**src/rtl/ascon_bdi_packer.sv**
```systemverilog
// Byte-to-word packer for the Ascon core's BDI port. Collects up to four bytes of a
// segment into one CCW-bit word, with a keep mask and type/eot/eoi sideband.
module ascon_bdi_packer #(
    parameter int CCW = 32
) (
    input  logic           clk,
    input  logic           rst,
    input  logic [7:0]     s_data,
    input  logic           s_valid,
    output logic           s_ready,
    input  logic [3:0]     s_type,
    input  logic           s_eot,
    input  logic           s_eoi,
    output logic [CCW-1:0] bdi,
    output logic           bdi_valid,
    input  logic           bdi_ready,
    output logic [3:0]     bdi_type,
    output logic           bdi_eot,
    output logic           bdi_eoi,
    output logic [3:0]     bdi_keep,
    output logic           err
);
    localparam int LANES = CCW / 8;

    // Accumulator: lanes below cnt_q hold bytes already collected, the rest are zero.
    logic [LANES-2:0][7:0] acc_q, acc_d;
    logic [1:0]            cnt_q, cnt_d;
    logic [3:0]            type_q, type_d;

    logic [LANES-1:0][7:0] word_q, word_d;
    logic [3:0]            keep_q, keep_d;
    logic [3:0]            otype_q, otype_d;
    logic                  eot_q, eot_d;
    logic                  eoi_q, eoi_d;
    logic                  valid_q, valid_d;
    logic                  err_q, err_d;

    logic accept, complete, first, type_err, eoi_err;

    assign s_ready  = !valid_q | bdi_ready;
    assign accept   = s_valid & s_ready;
    assign first    = (cnt_q == 2'd0);
    assign complete = accept & ((cnt_q == 2'(LANES-1)) | s_eot);
    assign type_err = !first & (s_type != type_q);
    assign eoi_err  = s_eoi & !s_eot;

    for (genvar j = 0; j < LANES; j++) begin : g_lane
        localparam logic [1:0] LJ = 2'(j);
        if (j < LANES - 1) begin : g_acc
            assign word_d[j] = (cnt_q == LJ) ? s_data : (cnt_q > LJ) ? acc_q[j] : 8'h00;
            assign acc_d[j]  = complete ? 8'h00 :
                               (accept && cnt_q == LJ) ? s_data : acc_q[j];
        end else begin : g_top
            assign word_d[j] = (cnt_q == LJ) ? s_data : 8'h00;
        end
        assign keep_d[j] = (cnt_q >= LJ);
    end

    always_comb begin
        cnt_d   = cnt_q;
        type_d  = type_q;
        otype_d = otype_q;
        eot_d   = eot_q;
        eoi_d   = eoi_q;
        valid_d = valid_q;
        err_d   = err_q | (accept & (type_err | eoi_err));
        if (valid_q && bdi_ready)
            valid_d = 1'b0;
        if (complete) begin
            cnt_d   = 2'd0;
            otype_d = first ? s_type : type_q;
            eot_d   = s_eot;
            eoi_d   = s_eoi;
            valid_d = 1'b1;
        end else if (accept) begin
            cnt_d = cnt_q + 2'd1;
            if (first)
                type_d = s_type;
        end
    end

    always_ff @(posedge clk or negedge rst) begin
        if (!rst) begin
            acc_q   <= '0;
            cnt_q   <= '0;
            type_q  <= '0;
            word_q  <= '0;
            keep_q  <= '0;
            otype_q <= '0;
            eot_q   <= 1'b0;
            eoi_q   <= 1'b0;
            valid_q <= 1'b0;
            err_q   <= 1'b0;
        end else begin
            acc_q   <= acc_d;
            cnt_q   <= cnt_d;
            type_q  <= type_d;
            otype_q <= otype_d;
            eot_q   <= eot_d;
            eoi_q   <= eoi_d;
            valid_q <= valid_d;
            err_q   <= err_d;
            // Output word only moves on a completing byte, so it holds while stalled.
            if (complete) begin
                word_q <= word_d;
                keep_q <= keep_d;
            end
        end
    end

    assign bdi       = word_q;
    assign bdi_keep  = keep_q;
    assign bdi_type  = otype_q;
    assign bdi_eot   = eot_q;
    assign bdi_eoi   = eoi_q;
    assign bdi_valid = valid_q;
    assign err       = err_q;
endmodule

```
**config.mk**
```make
export PLATFORM = sky130hd
export DESIGN_NAME = ascon_bdi_packer
export DESIGN_NICKNAME = d
export VERILOG_FILES = /design/src/rtl/ascon_bdi_packer.sv
export SDC_FILE = /design/constraint.sdc
export NUM_CORES = 1
export LEC_CHECK = 0
export ABC_AREA = 1
export BUFFER_PORTS_ARGS = -buffer_cell sky130_fd_sc_hd__buf_2
export CORE_MARGIN = 2
export CORE_UTILIZATION = 48
export DETAILED_ROUTE_END_ITERATION = 12
export PLACE_DENSITY = 0.73
export SLEW_MARGIN = 10
export SYNTH_ARGS = -nofsm -noshare
export SYNTH_HDL_FRONTEND = slang
export SYNTH_SLANG_ARGS = --single-unit
export TNS_END_PERCENT = 30
```
**constraint.sdc**
```tcl
create_clock -name clk -period 3.05 [get_ports clk]
set_clock_uncertainty 0.2 [all_clocks]
set_input_delay 0.1525 -clock clk [delete_from_list [all_inputs] [get_ports clk]]
set_output_delay 0.1525 -clock clk [all_outputs]
set_load 0.02 [all_outputs]
```
==> impl_metrics.toml <==
[drt]
drc_errors = 0
drt-vias-per-instance = 5.13
postRouteAntennaNets = 0
dr.pass1.iters = 4
drt_wl_total_um = 7500
drtIter0Drc = 171
vias = 2793
routedWlPerCell_um = 13.8

[status]
status = "finished, final reports clean"

[global_routing]
antenna_found_initial = 0
grt_first_pass_wirelength_um = 12200
grt_max_degree = 45
grt_remaining_overflow = 0
first_global_vias = 2583
grtUsageTotal_pct = 20.8

[clocking]
cts.sinks = 74
cts_tree = "done"
cts_resized = 0
root_buffer = "clkbuf_8"
insertion_delay_ns = 0.34
cts_buffer_depth = 2
htree_levels = 3
numCtsBuffers = 9
cts.clk_slew.worst_paths_ns = 0.08

[place]
routabilityCongestion = 0.787
placed_area_sq_um = 3640
place_ws_ns = 0.845
dp_hpwl_um = 4940
port_buffers = 62

[floorplan]
ios = 63
die_w_um = 87.3
core-area_sq_um = 6760
die_h_um = 87.3
die_area_sq_um = 7620
rows = 30
start_util_pct = 49.3

[timing]
holdWs_ns = 0.00678
post-route-period-util_pct = 72.5
slew_headroom_pct = 43.1
drv_slew = 0
setup_viol = 0
worst_pin_slew_ns = 0.854
fin_ws_ns = 0.840
finalHoldViolations = 0
grt_setup_unrepaired = "false"
period_needed_ns = 2.21
setup_tns_ns = 0
max_freq_ghz = 0.452

[synthesis]
syn_nets = 408
yosys.cell_types.count = 21
ys_seq_elements = 74
syn-mean-instance-area_sq_um = 8.67
synthFlopType = "dfrtp_1"
synth_edf_count = 0
yosys_warnings = 0
synthCells = 384
synthArstFlopShare_pct = 100
syn_area_sq_um = 3330
seq_area_frac_synth_pct = 55.6

[setup_path]
crit_path_end_kind = "flip-flop"
critical_path_class = "reg2reg"
cp_data_required_time_ns = 3.07
regToRegSetupSlack_ns = 0.84
arrival_ns = 2.23
path_max_fanout = 44
worstSetupStartpointType = "flip-flop"

[pwr]
max-vdd-ir-drop_mv = 0.424
p_leak_nw = 2.19
power_density_nw_per_um2 = 742

[final_layout]
fin_area_sq_um = 4020
drive_gt1_share_pct = 19.6
syn_to_final_growth_pct = 20.6
antenna_cells = 0
finalNetCount = 483
fillers = 608

[job]
maxCapViolCount = 0

[hold_path]
min_path_type = "in2reg"
==> cell usage after synthesis, types with 2 or more instances <==
master	n	area, sq um
buf_6	8	90.1
inv_2	2	7.51
ha_1	6	75.1
nand3_1	9	45.0
nor2_1	3	11.3
nor2_8	2	40.0
inv_1	41	154
buf_2	4	20.0
buf_4	2	15.0
o21ai_0	37	185
o22ai_1	23	144
dfrtp_1	74	1850
nand2_4	2	22.5
nand2_1	162	608
a21oi_2	3	26.3
==> placed cells by master (no fill, tap or decap) <==
cell type / n
nand2_2: 1
clkinv_2: 1
nand2_4: 2
o21ai_1: 1
o22ai_1: 23
buf_4: 1
buf_12: 1
inv_1: 41
nor2_8: 2
clkbuf_8: 10
o21ai_0: 37
clkinvlp_4: 1
a21oi_2: 3
bufinv_16: 2
clkinv_4: 2
dlygate4sd3_1: 15
a21oi_1: 1
or2_1: 1
ha_1: 6
nand2_1: 162
dfrtp_1: 74
buf_2: 62
inv_6: 1
nor2_1: 3
nand3_1: 9
inv_2: 2
==> area by class of cell <==
type | count | area, sq um | area share (%)
tap | 80 | 100 | 2.49
clock buffer | 10 | 138 | 3.43
clock inverter | 6 | 90.1 | 2.24
sequential | 74 | 1850 | 46.1
multi-input combinational | 251 | 1180 | 29.4
timing repair buffer | 79 | 488 | 12.1
inverter | 44 | 170 | 4.24
==> cells by family (layout without fill, tap and decap cells) <==
kind of cell               Yosys count  after routing  share of synthesized area, %
AOI/OAI and AO/OA                   65             65                          11.0
adders and majority gates            6              6                          2.25
DFF                                 74             74                          55.6
buffers and inverters               59            139                          8.98
and+or+nand+nor                    180            180                          22.2
==> sequential cells by signal (all words and copies together), names as in the netlist <==
| name | count |
|---|---|
| bdi | 32 |
| acc_q | 24 |
| bdi_keep | 4 |
| bdi_type | 4 |
| type_q | 4 |
| cnt_q | 2 |
| bdi_eoi | 1 |
| bdi_eot | 1 |
| bdi_valid | 1 |
| err | 1 |
==> per-layer routing <==
metal  part of all wire [%]  up-vias  global-route usage (%)
li1                       -     1354                       -
met1                     46     1354                    28.4
met2                     49       78                    33.7
met3                    4.5        7                    4.27
met4                    1.0        0                    6.29
met5                      0        -                       0
==> final timing paths <==
check	start	to	cells after the start
max	cnt_q[0]	acc_q[23]	6
min reg2reg	bdi_keep[0]	bdi_keep[0]	1
max reg2reg	cnt_q[0]	acc_q[23]	6
min	s_type[2]	bdi_type[2]	5
max in group asynchronous	rst	bdi[6]	3
min in group asynchronous	rst	bdi[20]	2
==> repair_timing <==
action / 4_1_cts / 5_1_grt
hold buffers: 15 / 0
hold endpoints to repair: 77 / 0
endpoints found under the setup margin: 0 / 0
buffers inserted: 0 / 0
==> critical path, cell delays in order, from the launching register on <==
cell     delay, ns
dfrtp_1       0.44
ha_1          0.44
nor2_8        0.12
nor2_8        0.42
inv_6         0.22
nand3_1       0.14
o21ai_0       0.08
==> report_power, final <==
part	total, mW	internal, mW	switching [mW]
Sequential	1.28	1.18	0.0991
Combinational	0.846	0.273	0.573
Clock	0.850	0.484	0.366
==> per-stage QoR <==
step           util [%]  total power [mW]  instances
6_report           59.5              2.98        544
3_5_place_dp       53.9              2.13        513
4_1_cts            59.5              3.00        544
2_1_floorplan         -              1.87        384
3_3_place_gp       53.9              2.11        513
5_1_grt            59.5              3.15        544
Note: power is estimated with default switching activity, not from simulation.
